$ cat config.mk
export PLATFORM = sky130hd
export DESIGN_NAME = cmd_linear_wr_sched
export DESIGN_NICKNAME = d
export VERILOG_FILES = /design/src/rtl/cmd_linear_wr_sched.sv
export SDC_FILE = /design/constraint.sdc
export NUM_CORES = 1
export LEC_CHECK = 0
export ABC_CLOCK_PERIOD_IN_PS = 5600
export CAP_MARGIN = 15
export CORE_MARGIN = 2
export CORE_UTILIZATION = 51
export CTS_BUF_LIST = sky130_fd_sc_hd__clkbuf_16
export CTS_CLUSTER_SIZE = 8
export DETAILED_ROUTE_END_ITERATION = 7
export MAX_ROUTING_LAYER = met4
export PLACE_DENSITY = 0.78
export SLEW_MARGIN = 20
export SYNTH_ARGS = -nofsm -noshare
export SYNTH_HDL_FRONTEND = slang
export SYNTH_SLANG_ARGS = --single-unit
$ cat constraint.sdc
create_clock -name clk -period 5.6 [get_ports clk]
set_input_delay 1.12 -clock clk [delete_from_list [all_inputs] [get_ports clk]]
set_output_delay 1.12 -clock clk [all_outputs]
set_load 0.005 [all_outputs]
$ cat src/rtl/cmd_linear_wr_sched.sv
`default_nettype none
// ============================================================================
// Module : cmd_linear_wr_sched
// Splits one linear write request into encoder jobs. No job crosses a row or
// an external-buffer page.
// Rev    : 1.0
// ============================================================================
module cmd_linear_wr_sched #(
    parameter int ADDRESS_NUMBER = 15,
    parameter int COLADDR_NUMBER = 10,
    parameter int NUM_XFER_BITS  = 6,
    parameter int LEN_BITS       = 16
) (
    input  logic                        clk,
    input  logic                        rst_n,
    input  logic                        req_valid,
    output logic                        req_ready,
    input  logic [2:0]                  req_bank,
    input  logic [ADDRESS_NUMBER-1:0]   req_row,
    input  logic [COLADDR_NUMBER-4:0]   req_col,
    input  logic [LEN_BITS-1:0]         req_len,
    output logic                        enc_start,
    output logic [2:0]                  enc_bank,
    output logic [ADDRESS_NUMBER-1:0]   enc_row,
    output logic [COLADDR_NUMBER-4:0]   enc_col,
    output logic [NUM_XFER_BITS-1:0]    enc_num128,
    output logic                        enc_skip_next_page,
    input  logic                        enc_done,
    output logic                        busy,
    output logic                        xfer_done
);

    localparam int CW = COLADDR_NUMBER - 3;
    localparam int NX = NUM_XFER_BITS;
    localparam int RW = LEN_BITS + 1;
    localparam logic [RW-1:0] BUF_PAGE = RW'(2**NX);
    localparam logic [RW-1:0] ROW_SIZE = RW'(2**CW);

    typedef enum logic [1:0] {
        S_IDLE  = 2'd0,
        S_CALC  = 2'd1,
        S_ISSUE = 2'd2,
        S_WAIT  = 2'd3
    } state_t;

    state_t                    state_q, state_d;
    logic [2:0]                bank_q, bank_d;
    logic [ADDRESS_NUMBER-1:0] row_q, row_d;
    logic [CW-1:0]             col_q, col_d;
    logic [RW-1:0]             rem_q, rem_d;
    logic [NX-1:0]             buf_ofs_q, buf_ofs_d;
    logic [NX:0]               chunk_q, chunk_d;
    logic                      enc_start_q, enc_start_d;
    logic [2:0]                enc_bank_q, enc_bank_d;
    logic [ADDRESS_NUMBER-1:0] enc_row_q, enc_row_d;
    logic [CW-1:0]             enc_col_q, enc_col_d;
    logic [NX-1:0]             enc_num_q, enc_num_d;
    logic                      enc_skip_q, enc_skip_d;
    logic                      req_ready_q, req_ready_d;
    logic                      busy_q, busy_d;
    logic                      xfer_done_q, xfer_done_d;

    logic [RW-1:0]             buf_room, col_room, min_a, chunk_w;
    logic [NX-1:0]             ofs_sum;
    logic [CW:0]               col_sum;

    always_comb begin
        buf_room = BUF_PAGE - RW'(buf_ofs_q);
        col_room = ROW_SIZE - RW'(col_q);
        min_a    = (rem_q < buf_room) ? rem_q : buf_room;
        chunk_w  = (min_a < col_room) ? min_a : col_room;
        ofs_sum  = buf_ofs_q + chunk_w[NX-1:0];
        col_sum  = (CW+1)'(col_q) + (CW+1)'(chunk_q);
    end

    always_comb begin
        state_d     = state_q;
        bank_d      = bank_q;
        row_d       = row_q;
        col_d       = col_q;
        rem_d       = rem_q;
        buf_ofs_d   = buf_ofs_q;
        chunk_d     = chunk_q;
        enc_start_d = 1'b0;
        enc_bank_d  = enc_bank_q;
        enc_row_d   = enc_row_q;
        enc_col_d   = enc_col_q;
        enc_num_d   = enc_num_q;
        enc_skip_d  = enc_skip_q;
        xfer_done_d = 1'b0;

        case (state_q)
            S_IDLE: begin
                if (req_valid && req_ready_q) begin
                    bank_d    = req_bank;
                    row_d     = req_row;
                    col_d     = req_col;
                    // Zero length stands for the full 2^LEN_BITS range.
                    rem_d     = (req_len == '0) ? {1'b1, {LEN_BITS{1'b0}}}
                                                : {1'b0, req_len};
                    buf_ofs_d = '0;
                    state_d   = S_CALC;
                end
            end
            S_CALC: begin
                chunk_d     = chunk_w[NX:0];
                enc_bank_d  = bank_q;
                enc_row_d   = row_q;
                enc_col_d   = col_q;
                enc_num_d   = chunk_w[NX-1:0];
                enc_skip_d  = !((ofs_sum == '0) || (chunk_w == rem_q));
                enc_start_d = 1'b1;
                state_d     = S_ISSUE;
            end
            S_ISSUE: begin
                rem_d     = rem_q - RW'(chunk_q);
                buf_ofs_d = buf_ofs_q + chunk_q[NX-1:0];
                col_d     = col_sum[CW-1:0];
                // Column wrap moves to the next row, row wrap to the next bank.
                if (col_sum[CW]) begin
                    row_d = row_q + ADDRESS_NUMBER'(1);
                    if (&row_q)
                        bank_d = bank_q + 3'd1;
                end
                state_d = S_WAIT;
            end
            S_WAIT: begin
                if (enc_done) begin
                    if (rem_q == '0) begin
                        xfer_done_d = 1'b1;
                        state_d     = S_IDLE;
                    end else begin
                        state_d = S_CALC;
                    end
                end
            end
            default: state_d = S_IDLE;
        endcase

        // Ready lags the return to idle by one cycle so it never overlaps xfer_done.
        req_ready_d = (state_d == S_IDLE) && !xfer_done_d;
        busy_d      = (state_d != S_IDLE);
    end

    always_ff @(posedge clk or negedge rst_n) begin
        if (!rst_n) begin
            state_q     <= S_IDLE;
            bank_q      <= '0;
            row_q       <= '0;
            col_q       <= '0;
            rem_q       <= '0;
            buf_ofs_q   <= '0;
            chunk_q     <= '0;
            enc_start_q <= 1'b0;
            enc_bank_q  <= '0;
            enc_row_q   <= '0;
            enc_col_q   <= '0;
            enc_num_q   <= '0;
            enc_skip_q  <= 1'b0;
            req_ready_q <= 1'b0;
            busy_q      <= 1'b0;
            xfer_done_q <= 1'b0;
        end else begin
            state_q     <= state_d;
            bank_q      <= bank_d;
            row_q       <= row_d;
            col_q       <= col_d;
            rem_q       <= rem_d;
            buf_ofs_q   <= buf_ofs_d;
            chunk_q     <= chunk_d;
            enc_start_q <= enc_start_d;
            enc_bank_q  <= enc_bank_d;
            enc_row_q   <= enc_row_d;
            enc_col_q   <= enc_col_d;
            enc_num_q   <= enc_num_d;
            enc_skip_q  <= enc_skip_d;
            req_ready_q <= req_ready_d;
            busy_q      <= busy_d;
            xfer_done_q <= xfer_done_d;
        end
    end

    assign req_ready          = req_ready_q;
    assign enc_start          = enc_start_q;
    assign enc_bank           = enc_bank_q;
    assign enc_row            = enc_row_q;
    assign enc_col            = enc_col_q;
    assign enc_num128         = enc_num_q;
    assign enc_skip_next_page = enc_skip_q;
    assign busy               = busy_q;
    assign xfer_done          = xfer_done_q;

endmodule
`default_nettype wire

# After elaboration in Yosys (flattened, before gate mapping)
# Index checks and enable logic that the tools add are counted.
[word_totals]
register_bits = 93
in_bits = 45
output_inout_bits = 36
word_cells = 73
[classes]
n_addsub = 8
magnitude_cmp = 2
eq_ne = 7
n_mux = 24
reduce_logical = 16
[ops]
columns = ["op", "count"]
rows = [
  ["$mux 17", 4],
  ["$lt 17x17->1", 2],
  ["$pmux 17 s2", 1],
  ["$mux 15", 2],
  ["$pmux 15 s2", 1],
  ["$eq 17x17->1", 1],
  ["$logic_not 17->1", 1],
  ["$sub 17x7->17", 1],
  ["$logic_not 16->1", 1],
  ["$add 15x1->15 const B", 1],
  ["$reduce_and 15->1", 1],
  ["$pmux 7 s2", 1],
  ["$add 6x6->6", 2],
  ["$pmux 6 s2", 1],
  ["$mux 3", 3],
  ["$sub 8x7->9 const A", 1],
  ["$add 7x7->8", 1],
  ["$pmux 2 s4", 1],
  ["$sub 7x6->8 const A", 1],
  ["$mux 7", 1],
  ["$logic_not 6->1", 1],
  ["$mux 6", 1],
  ["$ne 2x2->1 const B", 3],
  ["$pmux 3 s2", 1],
  ["13 further kinds", 23],
]

# Logic depth before layout (Yosys ltp)
# Gate-level depths: netlist of the first run.
[logic_depth]
depth_word = 9
depth_mapped = 30
mapped_depth_nobuf = 29

# Worst setup path after synthesis of the first run
# No wires, ideal clock.
[synth_path]
path_type = "reg-to-reg"
start = "register buf_ofs_q[2]"
end = "register enc_skip_q, in the netlist enc_skip_next_page"
t_arrival_ns = 6.036
setup_slack_ns = -0.568
path_stages_with_launch = 28
n_path_buf = 1
period_less_slack_ns = 6.168
cell_sequence = "dfrtp_1 or3_1 or3b_2 ha_1 and4_1 o21ai_0 o21a_1 nand2_1 clkbuf_1 mux2i_1 inv_1 ha_1 o21a_1 a21oi_1 o21ai_0 nor2_1 nor3_4 mux2i_1 inv_1 ha_1 nand3_1 nand2_1 nand2_1 nand2b_1 a21oi_1 xor2_1 xnor2_1 a31oi_1"
[synth_between]
elab_chain_len = 9
word_cells_on_any_way = 10
classes_between = "2 x add/sub; 2 x order compare; 1 x eq/ne; 2 x mux; 3 x reduce/logical"
[synth_lines]
columns = ["item", "line_no", "text"]
rows = [
  ["start, declared", "51", "logic [NX-1:0] buf_ofs_q, buf_ofs_d;"],
  ["start signal, assigned", "169", "buf_ofs_q <= buf_ofs_d;"],
  ["$sub 7x6->8 (*)", "68", "buf_room = BUF_PAGE - RW'(buf_ofs_q);"],
  ["$lt 17x17->1", "70", "min_a = (rem_q < buf_room) ? rem_q : buf_room;"],
  ["$mux 17 (*)", "70", ""],
  ["$lt 17x17->1", "71", "chunk_w = (min_a < col_room) ? min_a : col_room;"],
  ["$mux 17 (*)", "71", ""],
  ["via chunk_w[1]", "63", "logic [RW-1:0] buf_room, col_room, min_a, chunk_w;"],
  ["$add 6x6->6", "72", "ofs_sum = buf_ofs_q + chunk_w[NX-1:0];"],
  ["$logic_not 6->1", "111", "enc_skip_d = !((ofs_sum == '0) || (chunk_w == rem_q));"],
  ["$logic_or 1x1->1 (*)", "111", ""],
  ["$logic_not 1->1 (*)", "111", ""],
  ["end signal, assigned", "176", "enc_skip_q <= enc_skip_d;"],
  ["end, declared", "58", "logic enc_skip_q, enc_skip_d;"],
]
# Mark *: on every way through the listed nets, which the timed path passes. The rest lies on a longest branch.
# A chain may end at the register's enable or synchronous reset.

# Final worst setup path of the first run
# Ends and elaborated chain as after synthesis.

==> flow_metrics.env, run 1 <==
export IMPL_final_setup_viol_count=0
export IMPL_drc=0
export IMPL_dpl_cell_count=929
export IMPL_htree_levels=3
export IMPL_maxCapViolations=0
export IMPL_placement_rows=39
export IMPL_clk_pin_slew_ns=0.06
export IMPL_power_density_mw_per_mm2=738
export IMPL_grt_pass1_vias=5603
export IMPL_finalSetupTns_ns=0
export IMPL_syn_inst=709
export IMPL_cts_buffers=9
export IMPL_ir_drop_uv=421
export IMPL_ys_flop_type="dfrtp_1"
export IMPL_crit_family="simple AND/OR/NAND/NOR gates"
export IMPL_vias=5657
export IMPL_cts_tree="built"
export IMPL_root_buffer="clkbuf_16"
export IMPL_wl_per_cell_um=18.8
export IMPL_final_nets=893
export IMPL_final_area_mm2=0.00754
export IMPL_rsz0062_at_grt="true"
export IMPL_stdcell_count=949
export IMPL_finalCriticalPeriod_ns=5.43
export IMPL_synth_top_cell_by_area="dfrtp_1"
export IMPL_async_reset_ff_share_pct=100
export IMPL_drt_iter0_drc=404
export IMPL_fp_dieW_um=112
export IMPL_grt_usage_pct=29.5
export IMPL_fmax_mhz=184
export IMPL_synth_seq_cells=87
export IMPL_min_path_type="reg -> reg"
export IMPL_core_mm2=0.0114
export IMPL_start_util_pct=52.2
export IMPL_wirelength_um=17800
export IMPL_worst_pin_slew_ns=0.847
export IMPL_synth_top_area_share_pct=36.7
export IMPL_gp_congestion=0.941
export IMPL_status="completed"
export IMPL_relSlewSlack_pct=43.5
export IMPL_worstSetupPathType="reg -> reg"
export IMPL_grt_pass1_wl_um=28700
export IMPL_area_delta_synth_final_pct=27.1
export IMPL_critPathMaxStageDelay_ns=0.50
export IMPL_crit_path_end_kind="register"
export IMPL_ant_nets=0
export IMPL_vias_per_cell=5.96
export IMPL_crit_path_start_kind="register"
export IMPL_io_buffers=80
export IMPL_synth_nets=800
export IMPL_ys_top_cells_by_area="dfrtp_1 37%, ha_1 8.9%, nand2_1 8.9%"
export IMPL_hold_viol=0
export IMPL_cts_buffer_depth=2
export IMPL_yosys_warnings=0
export IMPL_skew_ns=0.00525
export IMPL_dr_pass1_iters=6
export IMPL_crit_required_ns=5.82
export IMPL_synth_edff_count=0
export IMPL_dp_hpwl_um=12800
export IMPL_power_total_mw=5.56
export IMPL_path_max_fanout=8
export IMPL_syn_avg_cell_area_um2=8.36
export IMPL_grt_ovfl_total=0
export IMPL_place_area_mm2=0.00702
export IMPL_n_antenna_cell=0
export IMPL_fp_dieArea_mm2=0.0125
export IMPL_min_period_over_period_pct=97.0
export IMPL_drive_above_1_share_pct=13.0
export IMPL_postCtsHoldBufs=0
export IMPL_p_leak_nw=3.38
export IMPL_antenna_found_initial=0
export IMPL_whs_ns=0.471
export IMPL_synth_distinct_cells=66
export IMPL_cp_buffers_inverters=3
export IMPL_worstPathArrival_ns=5.65
export IMPL_syn_cell_area_mm2=0.00593
export IMPL_die_height_um=112
export IMPL_clk_latency_ns=0.35
export IMPL_ios=81
export IMPL_numClockSinks=87
export IMPL_maxSlewViolCount=0
export IMPL_synth_seq_area_share_pct=36.7
export IMPL_grt_max_degree=67
export IMPL_slowest_stage="or3b_2"
## cells in the mapped netlist (11+ instances only)
cell	number
a31oi_1	11
o21ai_0	45
inv_1	37
nand2_1	140
a21oi_1	64
xor2_1	11
clkbuf_1	24
nand3_1	16
dfrtp_1	87
ha_1	42
xnor2_1	20
nor2_1	51
## what timing repair did
item | 4_1_cts | 5_1_grt
buffers inserted | 0 | 5
resized for setup | 5 | 30
endpoints found under the setup margin | 1 | 1
pin swaps | 1 | 21
## power by group
group	internal [mW]	total, mW	switching, mW
logic	1.69	3.65	1.96
clock network	0.388	0.645	0.257
registers	0.929	1.27	0.343
total	3.00	5.56	2.56
## kinds of logic (layout without fill, tap and decap cells)
family / Yosys count / after routing / share of synthesized area (%)
simple gates: 275 / 275 / 21.7
compound gates: 182 / 182 / 19.0
flops: 87 / 87 / 36.7
buf+inv: 72 / 169 / 4.94
fa+ha+maj: 46 / 46 / 10.2
xor+xnor: 32 / 32 / 4.96
mux: 14 / 14 / 2.49
other cells: 1 / 1 / 0.0632
## flip-flops by register name, indices dropped and copies added (netlist names)
register and count:
enc_bank 3, busy 1, enc_start 1, enc_row 15, req_ready 1, bank_q 3
enc_skip_next_page 1, row_q 15, buf_ofs_q 6, rem_q 17, enc_col 7, chunk_q 7
xfer_done 1, state_q 2, col_q 7
## tightest hold or removal path, stage by stage (launching register included)
cell	delay (ns)
dfrtp_1	0.34
nand2_1	0.05
nand2_1	0.06
## routing by layer
layer / up-vias / GRT usage [%] / part of all wire (%)
met5: - / - / 0
met4: 0 / 10.5 / 2.6
met3: 50 / 4.63 / 7.4
met2: 263 / 45.8 / 48
met1: 2687 / 39.6 / 42
li1: 2657 / - / -
## layout by cell type (no fill, tap or decap), types with 3 or more instances in the layout
cell type        synthesis  routed
a211o_1                  5       5
a211oi_1                 7       7
a21o_1                   4       4
a21oi_1                 64      60
a21oi_2                  0       4
a22oi_1                  4       4
a2bb2oi_1                7       7
a31oi_1                 11      11
and2_1                   3       3
and3_1                   7       7
buf_4                    6      35
clkbuf_16                0       9
clkdlybuf4s50_1          0      79
dfrtp_1                 87      87
fa_1                     4       4
ha_1                    42      38
ha_4                     0       3
inv_1                   37      37
mux2_2                   3       3
mux2i_1                 10       3
mux2i_2                  1       7
nand2_1                140     138
nand2b_1                 8       7
nand3_1                 16      16
nand4_1                  4       4
nor2_1                  51      49
nor2_2                   1       3
nor3_1                   8       8
nor4_1                   4       4
o21a_1                   7       7
o21ai_0                 45      41
o21bai_1                 3       3
o221ai_1                 3       3
o22ai_1                  4       4
o31ai_1                  5       5
or2_2                    7       7
or4_1                    4       4
xnor2_1                 20      17
xor2_1                  11      11
## final timing paths
| check | startpoint | endpoint | slack, ns | cells after the start |
|---|---|---|---|---|
| max | buf_ofs_q[2]$_DFFE_PN0P_ | enc_skip_next_page$_DFFE_PN0P_ | 0.17 | 25 |
| min | enc_row[12]$_DFFE_PN0P_ | enc_row[12]$_DFFE_PN0P_ | 0.47 | 2 |
| max reg2reg | buf_ofs_q[2]$_DFFE_PN0P_ | enc_skip_next_page$_DFFE_PN0P_ | 0.17 | 25 |
| min reg2reg | enc_row[12]$_DFFE_PN0P_ | enc_row[12]$_DFFE_PN0P_ | 0.47 | 2 |
| max in group asynchronous | rst_n | rem_q[6]$_DFFE_PN0P_ | 3.81 | 2 |
| min in group asynchronous | rst_n | enc_row[3]$_DFFE_PN0P_ | 0.66 | 1 |
## stage by stage
step,utilization [%],setup slack (ns)
finish,66.3,0.169
global route,66.3,-0.113
CTS,64.6,0.0703
global placement,61.7,0.0860
floorplan,-,0.0185
detailed placement,61.7,-0.129
## final cells by class
| class | count | area, µm² |
|---|---|---|
| clock buffer | 9 | 225 |
| clock inverter | 6 | 85.1 |
| fill | 944 | 3830 |
| inverter | 38 | 143 |
| multi-input combinational | 550 | 3650 |
| sequential | 87 | 2180 |
| tap | 143 | 179 |
| timing repair buffer | 116 | 1080 |
Note: power is estimated with default switching activity, not from simulation.
==> run 2: changes to the inputs <==
Settings changed: CAP_MARGIN 15 to 0.
==> results of run 2 <==
No change in the layout: final DEF, timing and power equal those of run 1.
==> run 3: changes to the inputs <==
Settings changed: PLACE_DENSITY 0.78 to 0.79.
==> flow_metrics.env, run 3 (same netlist as run 1, synthesis figures left out) <==
export IMPL_fmax_mhz=184
export IMPL_crit_path_end_kind="register"
export IMPL_min_path_type="reg -> reg"
export IMPL_placement_rows=39
export IMPL_cp_buffers_inverters=3
export IMPL_final_setup_viol_count=0
export IMPL_grt_pass1_vias=5527
export IMPL_core_mm2=0.0114
export IMPL_postCtsHoldBufs=0
export IMPL_numClockSinks=87
export IMPL_final_cell_mix="137 x nand2_1, 87 x dfrtp_1, 79 x clkdlybuf4s50_1"
export IMPL_final_area_mm2=0.00756
export IMPL_dp_hpwl_um=12800
export IMPL_grt_ovfl_total=0
export IMPL_finalSetupTns_ns=0
export IMPL_wl_per_cell_um=18.8
export IMPL_ant_nets=0
export IMPL_fp_dieW_um=112
export IMPL_start_util_pct=52.2
export IMPL_drive_above_1_share_pct=13.7
export IMPL_vias=5708
export IMPL_grt_max_degree=88
export IMPL_largest_reg_flops=17
export IMPL_p_leak_nw=3.37
export IMPL_worstPathArrival_ns=5.65
export IMPL_clk_latency_ns=0.34
export IMPL_hold_viol=0
export IMPL_p_comb_share_pct=67.0
export IMPL_vias_per_cell=6.00
export IMPL_top_register="rem_q"
export IMPL_htree_levels=3
export IMPL_n_antenna_cell=0
export IMPL_antenna_found_initial=0
export IMPL_worstSetupPathType="reg -> reg"
export IMPL_maxCapViolations=0
export IMPL_wirelength_um=17900
export IMPL_slowest_stage="or3_4"
export IMPL_crit_path_start_kind="register"
export IMPL_r2r_slack_ns=0.15
export IMPL_drt_iter0_drc=336
export IMPL_min_period_over_period_pct=97.3
export IMPL_internal_power_mw=3.03
export IMPL_root_buffer="clkbuf_16"
export IMPL_grt_usage_pct=29.5
export IMPL_crit_required_ns=5.80
export IMPL_finalCriticalPeriod_ns=5.45
export IMPL_crit_path_frequent_cell="nand2_2"
export IMPL_power_switching_mw=2.60
export IMPL_crit_family="compound AO/OA/AOI/OAI gates"
export IMPL_path_max_fanout=5
export IMPL_ir_drop_uv=356
export IMPL_whs_ns=0.476
export IMPL_worst_pin_slew_ns=0.807
export IMPL_p_sw_share_pct=46.2
export IMPL_grt_pass1_wl_um=28700
export IMPL_rsz0062_at_grt="true"
export IMPL_power_total_mw=5.63
export IMPL_die_height_um=112
export IMPL_place_area_mm2=0.00698
export IMPL_critPathMaxStageDelay_ns=0.42
export IMPL_status="completed"
export IMPL_gp_congestion=1.01
export IMPL_skew_ns=0.00658
export IMPL_clk_pin_slew_ns=0.06
export IMPL_power_density_mw_per_mm2=745
export IMPL_pwr_share_seq_pct=22.6
export IMPL_cts_buffer_depth=2
export IMPL_ios=81
export IMPL_io_buffers=80
export IMPL_area_delta_synth_final_pct=27.5
export IMPL_maxSlewViolCount=0
export IMPL_mostFrequentLayoutCell="nand2_1"
export IMPL_fp_dieArea_mm2=0.0125
export IMPL_cts_buffers=9
export IMPL_pwr_share_clk_pct=10.5
export IMPL_stdcell_count=952
export IMPL_cts_tree="built"
export IMPL_final_nets=896
export IMPL_dpl_cell_count=924
export IMPL_dr_pass1_iters=5
export IMPL_relSlewSlack_pct=46.2
export IMPL_drc=0
## run 3: changes by cell type in the layout (fill, tap and decap cells not counted), sizes merged
cell      change
buf           +3
bufinv        -1
clkinv        -1
clkinvlp      +3
inv           -1
## run 3: worst paths after layout
check,startpoint,end,depth (start not counted)
max,buf_ofs_q[4]$_DFFE_PN0P_,enc_skip_next_page$_DFFE_PN0P_,26
min reg2reg,enc_col[4]$_DFFE_PN0P_,enc_col[4]$_DFFE_PN0P_,2
min in group asynchronous,rst_n,enc_row[1]$_DFFE_PN0P_,1
min,enc_col[4]$_DFFE_PN0P_,enc_col[4]$_DFFE_PN0P_,2
max in group asynchronous,rst_n,rem_q[3]$_DFFE_PN0P_,1
max reg2reg,buf_ofs_q[4]$_DFFE_PN0P_,enc_skip_next_page$_DFFE_PN0P_,26
## run 3: final cells by class
type	count	area, µm²
Sequential cell	87	2180
Fill cell	933	3810
Clock inverter	6	62.6
Multi-Input combinational cell	550	3660
Tap cell	143	179
Timing Repair Buffer	119	1110
Inverter	38	143
Clock buffer	9	225
## run 3: power groups by stage
stage | Sequential [mW] | Combinational [mW] | Clock, mW
after CTS | 1.26 | 3.33 | 0.594
after global routing | 1.31 | 4.13 | 0.621
after detailed placement | 1.27 | 3.25 | 0
after global placement | 1.26 | 3.13 | 0
final | 1.27 | 3.77 | 0.589
after floorplan | 1.19 | 2.22 | 0
## run 3: metrics by stage
step | utilization, % | setup WS, ns
2_1_floorplan | - | 0.0185
3_3_place_gp | 61.4 | 0.145
3_5_place_dp | 61.4 | -0.0683
4_1_cts | 64.2 | 0.0552
5_1_grt | 66.5 | -0.0994
6_report | 66.5 | 0.151
## run 3: metal layers
layer  share of wire (%)  global-route usage (%)  up-vias  wire length (µm)
li1                    -                       -     2661                 -
met1                  43                    39.6     2755              7650
met2                  48                    46.9      248              8590
met3                 7.0                    4.68       44              1250
met4                 2.3                    8.07        0               403
met5                   0                       -        -                 0
## run 3: what timing repair did
item | 4_1_cts | 5_1_grt
pin swaps | 1 | 25
buffers inserted | 0 | 13
setup endpoints to repair | 1 | 1
resized for setup | 7 | 29
## run 3: worst reg2reg max path, delay by kind of cell (launching register included)
kind / cells / cell delay [ns]
and+or+nand+nor: 8 / 1.45
muxes: 2 / 0.48
buffers and inverters: 3 / 0.31
adders and majority gates: 3 / 0.85
AOI/OAI and AO/OA: 9 / 1.71
xor gates and xnor gates: 1 / 0.15
DFF: 1 / 0.37
